File: src/rtl/reg_mux_arb.sv
// reg_mux_arb: registered N:1 valid/ready mux with direct-select or round-robin grant.
// Define PKT_LOCK_EN to add in_last/out_last and hold the grant on one channel until its last beat.
module reg_mux_arb #(
   parameter int WIDTH = 32,
   parameter int NCH   = 4,
   localparam int SELW = $clog2(NCH)
) (
   input  logic                 clk,
   input  logic                 rst_n,
   input  logic                 mode,
   input  logic [SELW-1:0]      sel,
   input  logic [NCH-1:0]       in_valid,
   input  logic [NCH*WIDTH-1:0] in_data,
   output logic [NCH-1:0]       in_ready,
`ifdef PKT_LOCK_EN
   input  logic [NCH-1:0]       in_last,
   output logic                 out_last,
`endif
   output logic                 out_valid,
   output logic [WIDTH-1:0]     out_data,
   output logic [SELW-1:0]      out_ch,
   input  logic                 out_ready
);
   logic [WIDTH-1:0] ch_data [NCH];
   logic             out_valid_q, out_valid_d;
   logic [WIDTH-1:0] out_data_q, out_data_d;
   logic [SELW-1:0]  out_ch_q, out_ch_d, rr_ptr_q, rr_ptr_d;
   logic [SELW-1:0]  rr_gnt, idx, grant, lock_ch;
   logic             rr_ok, gnt_ok, load, xfer, last, locked;

   for (genvar g = 0; g < NCH; g++) begin : g_ch
      assign ch_data[g] = in_data[g*WIDTH +: WIDTH];
   end

   // Descending scan so the channel closest after rr_ptr is the last one written.
   always_comb begin
      rr_ok  = 1'b0;
      rr_gnt = '0;
      idx    = '0;
      for (int k = NCH; k >= 1; k--) begin
         idx = SELW'((int'(rr_ptr_q) + k) % NCH);
         if (in_valid[idx]) begin
            rr_ok  = 1'b1;
            rr_gnt = idx;
         end
      end
   end

`ifdef PKT_LOCK_EN
   typedef enum logic {IDLE, LOCKED} lk_e;
   lk_e             lk_q, lk_d;
   logic [SELW-1:0] lock_ch_q, lock_ch_d;
   logic            out_last_q, out_last_d;

   always_ff @(posedge clk or negedge rst_n) begin
      if (!rst_n) begin
         lk_q       <= IDLE;
         lock_ch_q  <= '0;
         out_last_q <= 1'b0;
      end else begin
         lk_q       <= lk_d;
         lock_ch_q  <= lock_ch_d;
         out_last_q <= out_last_d;
      end
   end

   always_comb begin
      lk_d       = xfer ? (last ? IDLE : LOCKED) : lk_q;
      lock_ch_d  = xfer ? grant : lock_ch_q;
      out_last_d = xfer ? last : out_last_q;
   end

   assign locked   = lk_q == LOCKED;
   assign lock_ch  = lock_ch_q;
   assign last     = in_last[grant];
   assign out_last = out_last_q;
`else
   assign locked  = 1'b0;
   assign lock_ch = '0;
   assign last    = 1'b1;
`endif

   assign grant  = locked ? lock_ch : mode ? rr_gnt : sel;
   assign gnt_ok = locked ? in_valid[lock_ch] : mode ? rr_ok : (int'(sel) < NCH) && in_valid[sel];
   // Gated by rst_n so no handshake is offered while reset is held.
   assign load     = rst_n & (~out_valid_q | out_ready);
   assign xfer     = load & gnt_ok;
   assign in_ready = xfer ? NCH'(1) << grant : '0;

   always_comb begin
      out_valid_d = xfer | (out_valid_q & ~out_ready);
      out_data_d  = xfer ? ch_data[grant] : out_data_q;
      out_ch_d    = xfer ? grant : out_ch_q;
      rr_ptr_d    = (xfer & mode & last) ? grant : rr_ptr_q;
   end

   always_ff @(posedge clk or negedge rst_n) begin
      if (!rst_n) begin
         out_valid_q <= 1'b0;
         out_data_q  <= '0;
         out_ch_q    <= '0;
         rr_ptr_q    <= SELW'(NCH - 1);
      end else begin
         out_valid_q <= out_valid_d;
         out_data_q  <= out_data_d;
         out_ch_q    <= out_ch_d;
         rr_ptr_q    <= rr_ptr_d;
      end
   end

   assign out_valid = out_valid_q;
   assign out_data  = out_data_q;
   assign out_ch    = out_ch_q;
endmodule

File: config.mk
export PLATFORM = sky130hd
export DESIGN_NAME = reg_mux_arb
export DESIGN_NICKNAME = d
export VERILOG_FILES = /design/src/rtl/reg_mux_arb.sv
export SDC_FILE = /design/constraint.sdc
export NUM_CORES = 1
export LEC_CHECK = 0
export ABC_AREA = 1
export BUFFER_PORTS_ARGS = -buffer_cell sky130_fd_sc_hd__buf_4
export CAP_MARGIN = 20
export CORE_UTILIZATION = 35
export CTS_CLUSTER_SIZE = 14
export DETAILED_ROUTE_END_ITERATION = 6
export PLACE_DENSITY = 0.73
export SYNTH_ARGS = -nofsm -noshare
export SYNTH_HDL_FRONTEND = slang
export SYNTH_SLANG_ARGS = --single-unit
File: constraint.sdc
create_clock -name clk -period 4.3 [get_ports clk]
set_input_delay 0.215 -clock clk [delete_from_list [all_inputs] [get_ports clk]]
set_output_delay 0.215 -clock clk [all_outputs]
set_load 0.1 [all_outputs]
==> metrics.txt, run 1 <==
Syn Inst Count=roughly 500; Synth cell types=27; vias post-DR=3677; first-pass GRT wire length=16400 µm; Power Dens Cells=about 770 mW/mm²; leakage power=roughly 0.0027 µW; routed wl met2=4940 µm; Die Span X=97.6 µm; GRT Overall Usage=about a fifth; antenna cell count=0; vias in the first global route=approximately 3700; crit path DAT=around 3000 ps; Final HPWL DP=around 7300 µm; sequential share of the synthesized area=29.0%; largest buffer count on any clock path=2; clock input transition at the sequential cells of the worst setup and hold paths=roughly 80 ps; Post-CTS Setup Bufs=0; Core Area=~0.009 mm²; CTS root buffer=clkbuf_8; total power=3530 µW; Clock Skews=around 10 ps; Reg-to-Reg Start=rr_ptr_q[0]; Adder-Cell Fraction of Synth Area=0%; IO Count=about 180; Fmax achieved=around 300 MHz; Fill cells=~870; H-tree levels=2; layout net count=between 700 and 800; xor/xnor cell area share of the yosys netlist=0%; Slew Viols, Final=0; Ys Warns=0; Die Y=about 100 µm; Syn Nets=640; CTS tree=built; HP Start=out_ready; Mapped Area=~0.0032 mm²; Hold Path Depth=2; total gr overflow=0; main combinational cell family by area after synthesis=simple AND/OR/NAND/NOR gates; CTS resizes=0; final period utilization=between 70% and 80%; Met1 Wirelength=about 4000 µm; GPL Wtd Cong=roughly 0.83; max-cap violations=0; Clock Sinks=37; post-synthesis mux area share=0%; DIE AREA=roughly 0.0095 mm²; Yosys top cell area share=between 20% and 30%; Hold Crit Class=primary input to register; critical path launch point type=register; worst flop-to-flop path endpoint=out_data[31]; Synth area leader=dfrtp_1; commonest cells after routing, fill and taps aside=buf_4 (180), nand2_1 (169), inv_1 (98); commonest non-fill, non-tap cell in the layout=buf_4; worst-margin pin slew=approximately 910 ps; status=finished, violations left; final instance area=between 0.004 and 0.005 mm²; syn avg cell area=between 6 and 7 µm²; unrepaired setup endpoints after global routing=no; compound-cell area share of the yosys netlist=9.43%; Top Layer Used=met4; dpl cell area=approximately 0.0045 mm²; reg-to-reg slack, setup=1270 ps; Clock Latency Late Sink=slightly below 300 ps; final wirelength=9810 µm; synth-to-layout area growth=44.1%; # placed instances=761; Hold Buf Count CTS=1; Pre-antenna DRT Iters=7; CP max FO=47; share of cells above drive strength 1=34.1%; TritonCTS buffer count=5; worst reg-to-reg path cell count=12; met3 wire len=about 650 µm; Rel. slew slack=39.1%; Finished Core Util=52.4%; kind of critical path=register to output port; Final Hold Fails=0; wire per inst=12.7 µm; Req. time, crit path=just over 4000 ps; Post-DRT Antenna Nets=0; FF+latch count, synth=37; Layout Cells excl Fill=770; port buffer count=about 180; CP Launch Point=rr_ptr_q[0]; DRC=18; violations in the final reports=DRC; Crit. End Element=output port; maximum VDD drop=~0.46 mV; Synth Area in Simple Gates=42.5%; final number of setup-violating endpoints=0; Initial Util=36.3%; drt initial violations=between 150 and 200; drt via density=roughly 4.8; row count=34; antenna violations before repair=0; final setup TNS=0 ps; crit path time final=~3300 ps; Worst Hold End=out_valid; synth top area cells=dfrtp_1 (27%), nand2_1 (20%), nand3_1 (15%), inv_1 (11%), o211ai_2 (7.4%); largest net degree at the start of global routing=between 40 and 50
## cell usage after synthesis
master,count
o211ai_1,1
buf_2,11
nor2_2,2
dfrtp_1,35
nand2_2,3
a21oi_1,3
inv_4,2
o21ai_2,1
nand3_1,96
o21ai_1,3
buf_4,3
inv_1,98
buf_6,10
nor2_4,1
clkbuf_1,5
nand3b_1,19
nand2_1,170
nand3_2,1
nor3_1,1
dfstp_2,2
o21a_1,1
nor2_1,6
inv_2,5
o21ai_0,2
nand2_4,1
o211ai_2,19
and2_4,1
## critical path: stages (launching register included)
cell and delay, ps:
dfstp_2 630, inv_4 80, nand2_1 90, nand2_1 70, and2_4 160, nor2_2 70, nand3_1 90, nand3_2 80
buf_4 440, nand2_4 420, nor3_1 290, buf_4 330
## stage by stage
| stage | setup slack (ps) | hold WS, ps |
|---|---|---|
| final | 1010 | 166 |
| after floorplan | 501 | -80.6 |
| after CTS | 1060 | 158 |
| after detailed placement | 1320 | 232 |
| after global placement | 1490 | 226 |
| after global routing | 821 | 158 |
## layout make-up
type | count | area [µm²] | share of cell area (%)
Multi-Input combinational cell | 331 | 1670 | 36.2
Timing Repair Buffer | 181 | 1360 | 29.5
Sequential cell | 37 | 928 | 20.1
Inverter | 105 | 399 | 8.66
Tap cell | 108 | 135 | 2.93
Clock buffer | 7 | 86.3 | 1.87
Clock inverter | 1 | 30.0 | 0.651
## logic make-up (layout without fill, tap and decap cells)
family          count (synthesis)  count (layout)
buf+inv                       134             294
simple gates                  301             301
flops                          37              37
compound gates                 30              30
## power breakdown
group | switching (µW) | internal [µW]
sequential | 112 | 524
clock | 127 | 189
combinational | 1990 | 593
total | 2230 | 1310
## flip-flops by register name, summed over array words and instances (netlist names)
| register | count |
|---|---|
| out_valid | 1 |
| rr_ptr_q | 2 |
| out_ch | 2 |
| out_data | 32 |
## worst max path at each step
stage	end	depth (start not counted)	slack [ps]
after detailed placement	out_data[31]	15	1320
final	in_ready[1]	11	1010
after floorplan	in_ready[1]	7	500
after global placement	out_data[22]	12	1490
after CTS	in_ready[1]	11	1060
after global routing	in_ready[1]	11	820
## layer usage
| metal | global-route usage [%] | vias up |
|---|---|---|
| met2 | 38.4 | 136 |
| met3 | 4.68 | 16 |
| met5 | 0 | - |
| li1 | - | 1867 |
| met1 | 24.7 | 1658 |
| met4 | 5.01 | 0 |
Power figures use the tool's default switching activity.
==> inputs of run 2 (changes only) <==
--- a/config.mk
+++ b/config.mk
@@ -5,13 +5,13 @@
 export SDC_FILE = /design/constraint.sdc
 export NUM_CORES = 1
 export LEC_CHECK = 0
-export ABC_AREA = 1
+export ABC_AREA = 0
 export BUFFER_PORTS_ARGS = -buffer_cell sky130_fd_sc_hd__buf_4
 export CAP_MARGIN = 20
 export CORE_UTILIZATION = 35
 export CTS_CLUSTER_SIZE = 14
 export DETAILED_ROUTE_END_ITERATION = 6
-export PLACE_DENSITY = 0.73
+export PLACE_DENSITY = 0.77
 export SYNTH_ARGS = -nofsm -noshare
 export SYNTH_HDL_FRONTEND = slang
 export SYNTH_SLANG_ARGS = --single-unit
==> constraint.sdc (replaced) <==
create_clock -name clk -period 3.4 [get_ports clk]
set_input_delay 0.17 -clock clk [delete_from_list [all_inputs] [get_ports clk]]
set_output_delay 0.17 -clock clk [all_outputs]
set_load 0.1 [all_outputs]
==> run 2 against run 1 <==
The run now ends clean. Highest routed layer unchanged. Setup slack worse by 480 ps. Wire length is 13% lower. Final cell count down 29%. Worst hold slack worse by 18 ps. Global-route usage increased by 0.79 points.
==> metrics.txt, run 2 <==
clock input transition at the sequential cells of the worst setup and hold paths=80 ps (about the same); antenna violations before repair=0 (unchanged); HP Start=out_ready (unchanged); kind of critical path=register to output port (unchanged); Fill cells=649 (was 872); drt via density=5.16 (was 4.78); Mapped Area=0.00255 mm² (was 0.00320 mm²); vias post-DR=2833 (was 3677); H-tree levels=2 (unchanged); first-pass GRT wire length=13100 µm (was 16400 µm); Req. time, crit path=3230 ps (was 4090 ps); wire per inst=15.5 µm (was 12.7 µm); Synth cell types=31 (was 27); crit path time final=about 2900 ps; CTS tree=built (unchanged); final setup TNS=0 ps (unchanged); Post-DRT Antenna Nets=0 (unchanged); Final WS setup=526 ps (was 1010 ps); asr flop ratio synth=100% (unchanged); commonest cells in the netlist=nand2_1 (64), mux2i_1 (38), dfrtp_1 (35) (was nand2_1 (170), inv_1 (98), nand3_1 (96)); vias in the first global route=2851 (was 3661); slowest stage delay, CP=410 ps (was 630 ps); DRC=0 (was 18); Hold Path Depth=3 (was 2); most frequent cell after synthesis=nand2_1 (unchanged); Yosys top cell area share=34.3% (was 27.4%); leakage power=0.00209 µW (was 0.00274 µW); Hold Crit Class=primary input to register (unchanged); total gr overflow=0 (unchanged); Seq. cell area=928 µm² (unchanged); row count=30 (was 34); max reg flops=32 (unchanged); main combinational cell family by area after synthesis=compound AO/OA/AOI/OAI gates (was simple AND/OR/NAND/NOR gates); commonest non-fill, non-tap cell in the layout=buf_4 (unchanged); area taken by multi-input logic gates=0.00148 mm² (was 0.00167 mm²); Ys Warns=0 (unchanged); Synth Area in Simple Gates=17.8% (was 42.5%); final number of setup-violating endpoints=0 (unchanged); worst reg-to-reg path cell count=8 (was 12); CTS root buffer=clkbuf_8 (unchanged); Worst Hold End=out_valid (unchanged); Post-synth EDFFs=0 (unchanged); syn avg cell area=8.96 µm² (was 6.37 µm²); FF+latch count, synth=37 (unchanged); post-synthesis mux area share=16.7% (was 0%); maximum VDD drop=0.258 mV (was 0.465 mV); commonest cells after routing, fill and taps aside=buf_4 (183), nand2_1 (64), mux2i_1 (38) (was buf_4 (180), nand2_1 (169), inv_1 (98)); largest buffer count on any clock path=2 (unchanged); Rel. slew slack=62.7% (was 39.1%); total power=3190 µW (was 3530 µW); Reg-to-Reg Start=rr_ptr_q[0] (unchanged); drt initial violations=119 (was 155); Syn Inst Count=285 (was 502); antenna cell count=0 (unchanged); compound-cell area share of the yosys netlist=23.1% (was 9.43%); Final Hold Fails=0 (unchanged); Most used DFF post-synth=dfrtp_1 (unchanged); reg-to-reg slack, setup=970 ps (was 1270 ps); largest net degree at the start of global routing=50 (was 48); Pre-antenna DRT Iters=4 (was 7); Slew Viols, Final=0 (unchanged); TritonCTS buffer count=5 (unchanged); Worst Path Buf+Inv=2 (was 3); final period utilization=84.5%; layout net count=590 (was 799); synth-to-layout area growth=57.0% (was 44.1%); CP delay by family, top=simple AND/OR/NAND/NOR gates (unchanged); Initial Util=37.0% (was 36.3%); GRT Overall Usage=21.8% (was 21.0%); Clock Latency Late Sink=290 ps (about the same); Die Y=87.4 µm (was 97.6 µm); crit path DAT=2700 ps (was 3080 ps); port buffer count=176 (unchanged); worst-margin pin slew=558 ps (was 910 ps); status=completed (was finished, violations left); CP max FO=26 (was 47); Clock Skews=12.0 ps (was 10.4 ps); IO Count=177 (unchanged); GPL Wtd Cong=0.849 (was 0.825); Clock Sinks=37 (unchanged); worst flop-to-flop path endpoint=out_data[27] (was out_data[31]); Synth area leader=dfrtp_1 (unchanged); Fmax achieved=roughly 350 MHz; max-cap violations=0 (unchanged); critical path launch point type=register (unchanged); worst-path cell chain=nand2b_1, a22o_1, a211oi_4, nand2b_1, buf_4, nand2b_1, nor2_1, buf_4 (was inv_4, nand2_1, nand2_1, and2_4, nor2_2, nand3_1, nand3_2, buf_4, nand2_4, nor3_1, buf_4); xor/xnor cell area share of the yosys netlist=0% (unchanged); Core Area=0.00691 mm² (was 0.00881 mm²); Syn Nets=423 (was 640); synth top area cells=dfrtp_1 (34%), mux2i_1 (15%), nand2_1 (9.4%), a211oi_1 (7.9%), o221ai_1 (6.5%) (was dfrtp_1 (27%), nand2_1 (20%), nand3_1 (15%), inv_1 (11%), o211ai_2 (7.4%)); Final HPWL DP=6590 µm (was 7300 µm); DIE AREA=0.00765 mm² (was 0.00953 mm²); Finished Core Util=58.1% (was 52.4%); Crit. End Element=output port (unchanged); final wirelength=8510 µm (was 9810 µm); CP max-delay cell=dfstp_2 (unchanged); unrepaired setup endpoints after global routing=no (unchanged); Power Dens Cells=795 mW/mm² (was 766 mW/mm²); most used cell, CP=nand2b_1; Post-CTS Setup Bufs=0 (unchanged); sequential share of the synthesized area=36.3% (was 29.0%); share of cells above drive strength 1=45.7% (was 34.1%); Die Span X=87.4 µm (was 97.6 µm); worst slack, placed=831 ps (was 1320 ps); Adder-Cell Fraction of Synth Area=0% (unchanged)
==> run 2: cell families (layout without fill, tap and decap cells) <==
group | Yosys count | in the layout
AND/OR/NAND/NOR | 110 | 110
buffers and inverters | 26 | 194
flip-flops | 37 | 37
AO/OA/AOI/OAI | 71 | 71
multiplexers | 41 | 41
==> run 2: repair_timing <==
| item | in CTS | in global routing |
|---|---|---|
| resized for setup | 0 | 0 |
| hold buffers | 1 | 0 |
| hold endpoints to repair | 35 | 0 |
==> run 2: layer usage <==
metal  wire length (µm)  global-route usage [%]  part of all wire [%]  vias up
met5                  0                       0                     0        -
met4                153                    6.41                   1.8        0
met3                819                    5.97                   9.6       17
met2               4310                    40.1                    51      135
met1               3220                    24.3                    38     1309
li1                   -                       -                     -     1372
==> run 2: stage by stage <==
stage	cell area [µm²]	hold WS, ps	cells
6_report	4010	148	549
5_1_grt	4010	170	549
4_1_cts	4010	141	549
3_5_place_dp	3910	179	540
3_3_place_gp	3910	162	540
2_1_floorplan	2550	-126	285
==> run 2: final cells by class <==
type | instances | area share (%)
clock buffer | 5 | 1.72
clock inverter | 3 | 0.437
inverter | 2 | 0.187
multi-input combinational | 222 | 37.0
sequential | 37 | 23.2
tap | 96 | 3.00
timing repair buffer | 184 | 34.5
==> run 2: worst max path at each step <==
stage	slack (ps)	start	end	cells after the start
after floorplan	230	out_valid	in_ready[0]	7
after global placement	860	rr_ptr_q[0]	in_ready[2]	8
after detailed placement	830	rr_ptr_q[0]	in_ready[2]	8
after CTS	510	rr_ptr_q[0]	in_ready[2]	8
after global routing	390	rr_ptr_q[0]	in_ready[2]	8
final	530	rr_ptr_q[0]	in_ready[2]	8
==> run 2: tightest hold or removal path, cell delays in order <==
cell      delay, ps
buf_4            70
nand2b_1        100
nand2_1          50
==> run 2: report_power, final <==
| part | switching (µW) | internal [µW] |
|---|---|---|
| sequential | 110 | 609 |
| combinational | 1610 | 556 |
| clock | 164 | 142 |
| total | 1880 | 1310 |
==> inputs of run 3 (changes only) <==
--- a/config.mk
+++ b/config.mk
@@ -5,13 +5,13 @@
 export SDC_FILE = /design/constraint.sdc
 export NUM_CORES = 1
 export LEC_CHECK = 0
-export ABC_AREA = 0
+export ABC_AREA = 1
 export BUFFER_PORTS_ARGS = -buffer_cell sky130_fd_sc_hd__buf_4
 export CAP_MARGIN = 20
 export CORE_UTILIZATION = 35
 export CTS_CLUSTER_SIZE = 14
 export DETAILED_ROUTE_END_ITERATION = 6
-export PLACE_DENSITY = 0.77
+export PLACE_DENSITY = 0.75
 export SYNTH_ARGS = -nofsm -noshare
 export SYNTH_HDL_FRONTEND = slang
 export SYNTH_SLANG_ARGS = --single-unit
==> constraint.sdc (replaced) <==
create_clock -name clk -period 2.3 [get_ports clk]
set_input_delay 0.115 -clock clk [delete_from_list [all_inputs] [get_ports clk]]
set_output_delay 0.115 -clock clk [all_outputs]
set_load 0.1 [all_outputs]
==> run 3 against run 2 <==
Combinational power grew to 2.7 times the previous value. Critical endpoint is now in_ready[3]. The flow now finishes with violations (DRC, setup timing). Clock-buffer cell count is 1 higher. Total power is 130% higher. Setup slack worse by 530 ps. Final cell count is 46% higher. Highest routed layer unchanged. Worst hold slack worse by 130 ps.
==> metrics.txt, run 3 (synthesized netlist as in run 1, its figures left out) <==
status=finished, violations left (was completed); violations in the final reports=DRC, setup timing; Reg-to-Reg Start=rr_ptr_q[1] (was rr_ptr_q[0]); wire per inst=13.8 µm (was 15.5 µm); Slew Viols, Final=0 (unchanged); Die Y=97.6 µm (was 87.4 µm); Power Dens Cells=1420 mW/mm² (was 795 mW/mm²); Final Hold Fails=0 (unchanged); worst-margin pin slew=519 ps (was 558 ps); Crit. End Element=output port (unchanged); drt via density=4.85 (was 5.16); synth-to-layout area growth=64.4% (was 57.0%); max-cap violations=0 (unchanged); largest buffer count on any clock path=2 (unchanged); drt initial violations=150 (was 119); CTS tree=built (unchanged); Clock Skews=2.80 ps (was 12.0 ps); Fmax achieved=approximately 430 MHz; commonest cells after routing, fill and taps aside=buf_4 (193), nand2_1 (138), inv_1 (98) (was buf_4 (183), nand2_1 (64), mux2i_1 (38)); Worst Hold End=out_valid (unchanged); CTS root buffer=clkbuf_8 (unchanged); worst reg-to-reg path cell count=18 (was 8); antenna violations before repair=0 (unchanged); Final HPWL DP=7500 µm (was 6590 µm); Hold Path Depth=2 (was 3); final setup TNS=-11.5 ps (was 0 ps); reg-to-reg slack, setup=20 ps (was 970 ps); Clock Latency Late Sink=280 ps (was 290 ps); kind of critical path=register to output port (unchanged); Core Area=0.00881 mm² (was 0.00691 mm²); GRT Overall Usage=21.1% (was 21.8%); vias in the first global route=3585 (was 2851); final period utilization=100%; first-pass GRT wire length=16600 µm (was 13100 µm); final wirelength=11000 µm (was 8510 µm); total power=7460 µW (was 3190 µW); total gr overflow=0 (unchanged); Req. time, crit path=2180 ps (was 3230 ps); vias post-DR=3877 (was 2833); crit path DAT=2190 ps (was 2700 ps); maximum VDD drop=0.729 mV (was 0.258 mV); share of cells above drive strength 1=43.6% (was 45.7%); Clock Sinks=37 (unchanged); Hold Crit Class=primary input to register (unchanged); Fill cells=812 (was 649); IO Count=177 (unchanged); antenna cell count=0 (unchanged); commonest non-fill, non-tap cell in the layout=buf_4 (unchanged); port buffer count=176 (unchanged); HP Start=out_ready (unchanged); final number of setup-violating endpoints=2 (was 0); row count=34 (was 30); crit path time final=2310 ps; worst flop-to-flop path endpoint=out_data[7] (was out_data[27]); Die Span X=97.6 µm (was 87.4 µm); TritonCTS buffer count=5 (unchanged); layout net count=829 (was 590); largest net degree at the start of global routing=42 (was 50); unrepaired setup endpoints after global routing=yes (was no); DIE AREA=0.00953 mm² (was 0.00765 mm²); CP Launch Point=rr_ptr_q[0] (unchanged); clock input transition at the sequential cells of the worst setup and hold paths=70 ps (was 80 ps); CP max FO=7 (was 26); leakage power=0.00303 µW (was 0.00209 µW); Initial Util=36.3% (was 37.0%); DRC=20 (was 0); Rel. slew slack=65.3% (was 62.7%); Final WS setup=-8.32 ps (was 526 ps); Post-DRT Antenna Nets=0 (unchanged); critical path launch point type=register (unchanged); GPL Wtd Cong=0.876 (was 0.849); H-tree levels=2 (unchanged); Pre-antenna DRT Iters=6 (was 4); max reg flops=32 (unchanged)
run 3: cell count changes in the layout (fill, tap and decap cells not counted), moves of 11 or more:
| cell | change |
|---|---|
| inv_1 | +96 |
| nand3_1 | +84 |
| nand2_1 | +74 |
| mux2i_1 | -38 |
| nor2_1 | -28 |
| a211oi_1 | -27 |
| nand2_2 | +21 |
| nand3b_1 | +19 |
| o211ai_2 | +19 |
| o221ai_1 | -19 |
| nand2_4 | +14 |
| nand3_2 | +11 |
run 3: worst max-delay path by stage:
| stage | to | slack, ps | cells past startpoint |
|---|---|---|---|
| floorplan | in_ready[0] | -230 | 15 |
| global placement | out_data[0] | 200 | 16 |
| detailed placement | in_ready[2] | 110 | 13 |
| CTS | in_ready[2] | -30 | 12 |
| global route | in_ready[2] | -140 | 12 |
| finish | in_ready[3] | -8 | 13 |
run 3: cell type report:
| type | instances | area, µm² | share of cell area (%) |
|---|---|---|---|
| well taps | 108 | 135 | 2.57 |
| clock inverters | 2 | 10.0 | 0.190 |
| multi-input cells | 331 | 1920 | 36.6 |
| clock buffers | 6 | 72.6 | 1.38 |
| flip-flops and latches | 37 | 928 | 17.6 |
| inverters | 105 | 402 | 7.64 |
| repair buffers | 211 | 1790 | 34.0 |
run 3: through the flow:
stage	utilization (%)	worst slack (ps)	cell area, µm²	hold slack, ps	cells
finish	59.7	-8.32	5260	14.8	800
global placement	52.2	197	4600	219	770
floorplan	-	-229	3220	-181	502
CTS	54.6	-26.6	4810	12.7	786
global route	59.7	-142	5260	14.1	800
detailed placement	52.2	109	4600	220	770
run 3: what timing repair did:
action / in CTS / in global routing
setup endpoints to repair: 4 / 36
pin swaps: 1 / 18
buffers inserted: 7 / 9
gates cloned: 0 / 5
hold endpoints to repair: 35 / 0
gates resized for setup: 11 / 69
hold buffers: 1 / 0
run 3: metal layers:
| layer | part of all wire [%] | GRT usage [%] | vias up |
|---|---|---|---|
| met3 | 6.6 | 4.53 | 14 |
| met1 | 42 | 26.4 | 1804 |
| met2 | 51 | 37.2 | 132 |
| met4 | 1.0 | 4.31 | 0 |
| met5 | 0 | 0 | - |
| li1 | - | - | 1927 |
run 3: critical path, cell delays in order, from the launching register on:
cell     delay [ps]
dfstp_2         610
buf_4           140
nand2_1         100
nand3_2         110
nand2_2          50
inv_2            50
nand2_2          60
nand2_2          70
nand2_2          60
nand3_4          90
nand2_8          90
buf_12          170
nor2_4          110
buf_12          180
run 3: where the power goes:
group	switching [µW]	internal (µW)	total, µW
clock	227	210	437
sequential	229	981	1210
combinational	4110	1700	5810
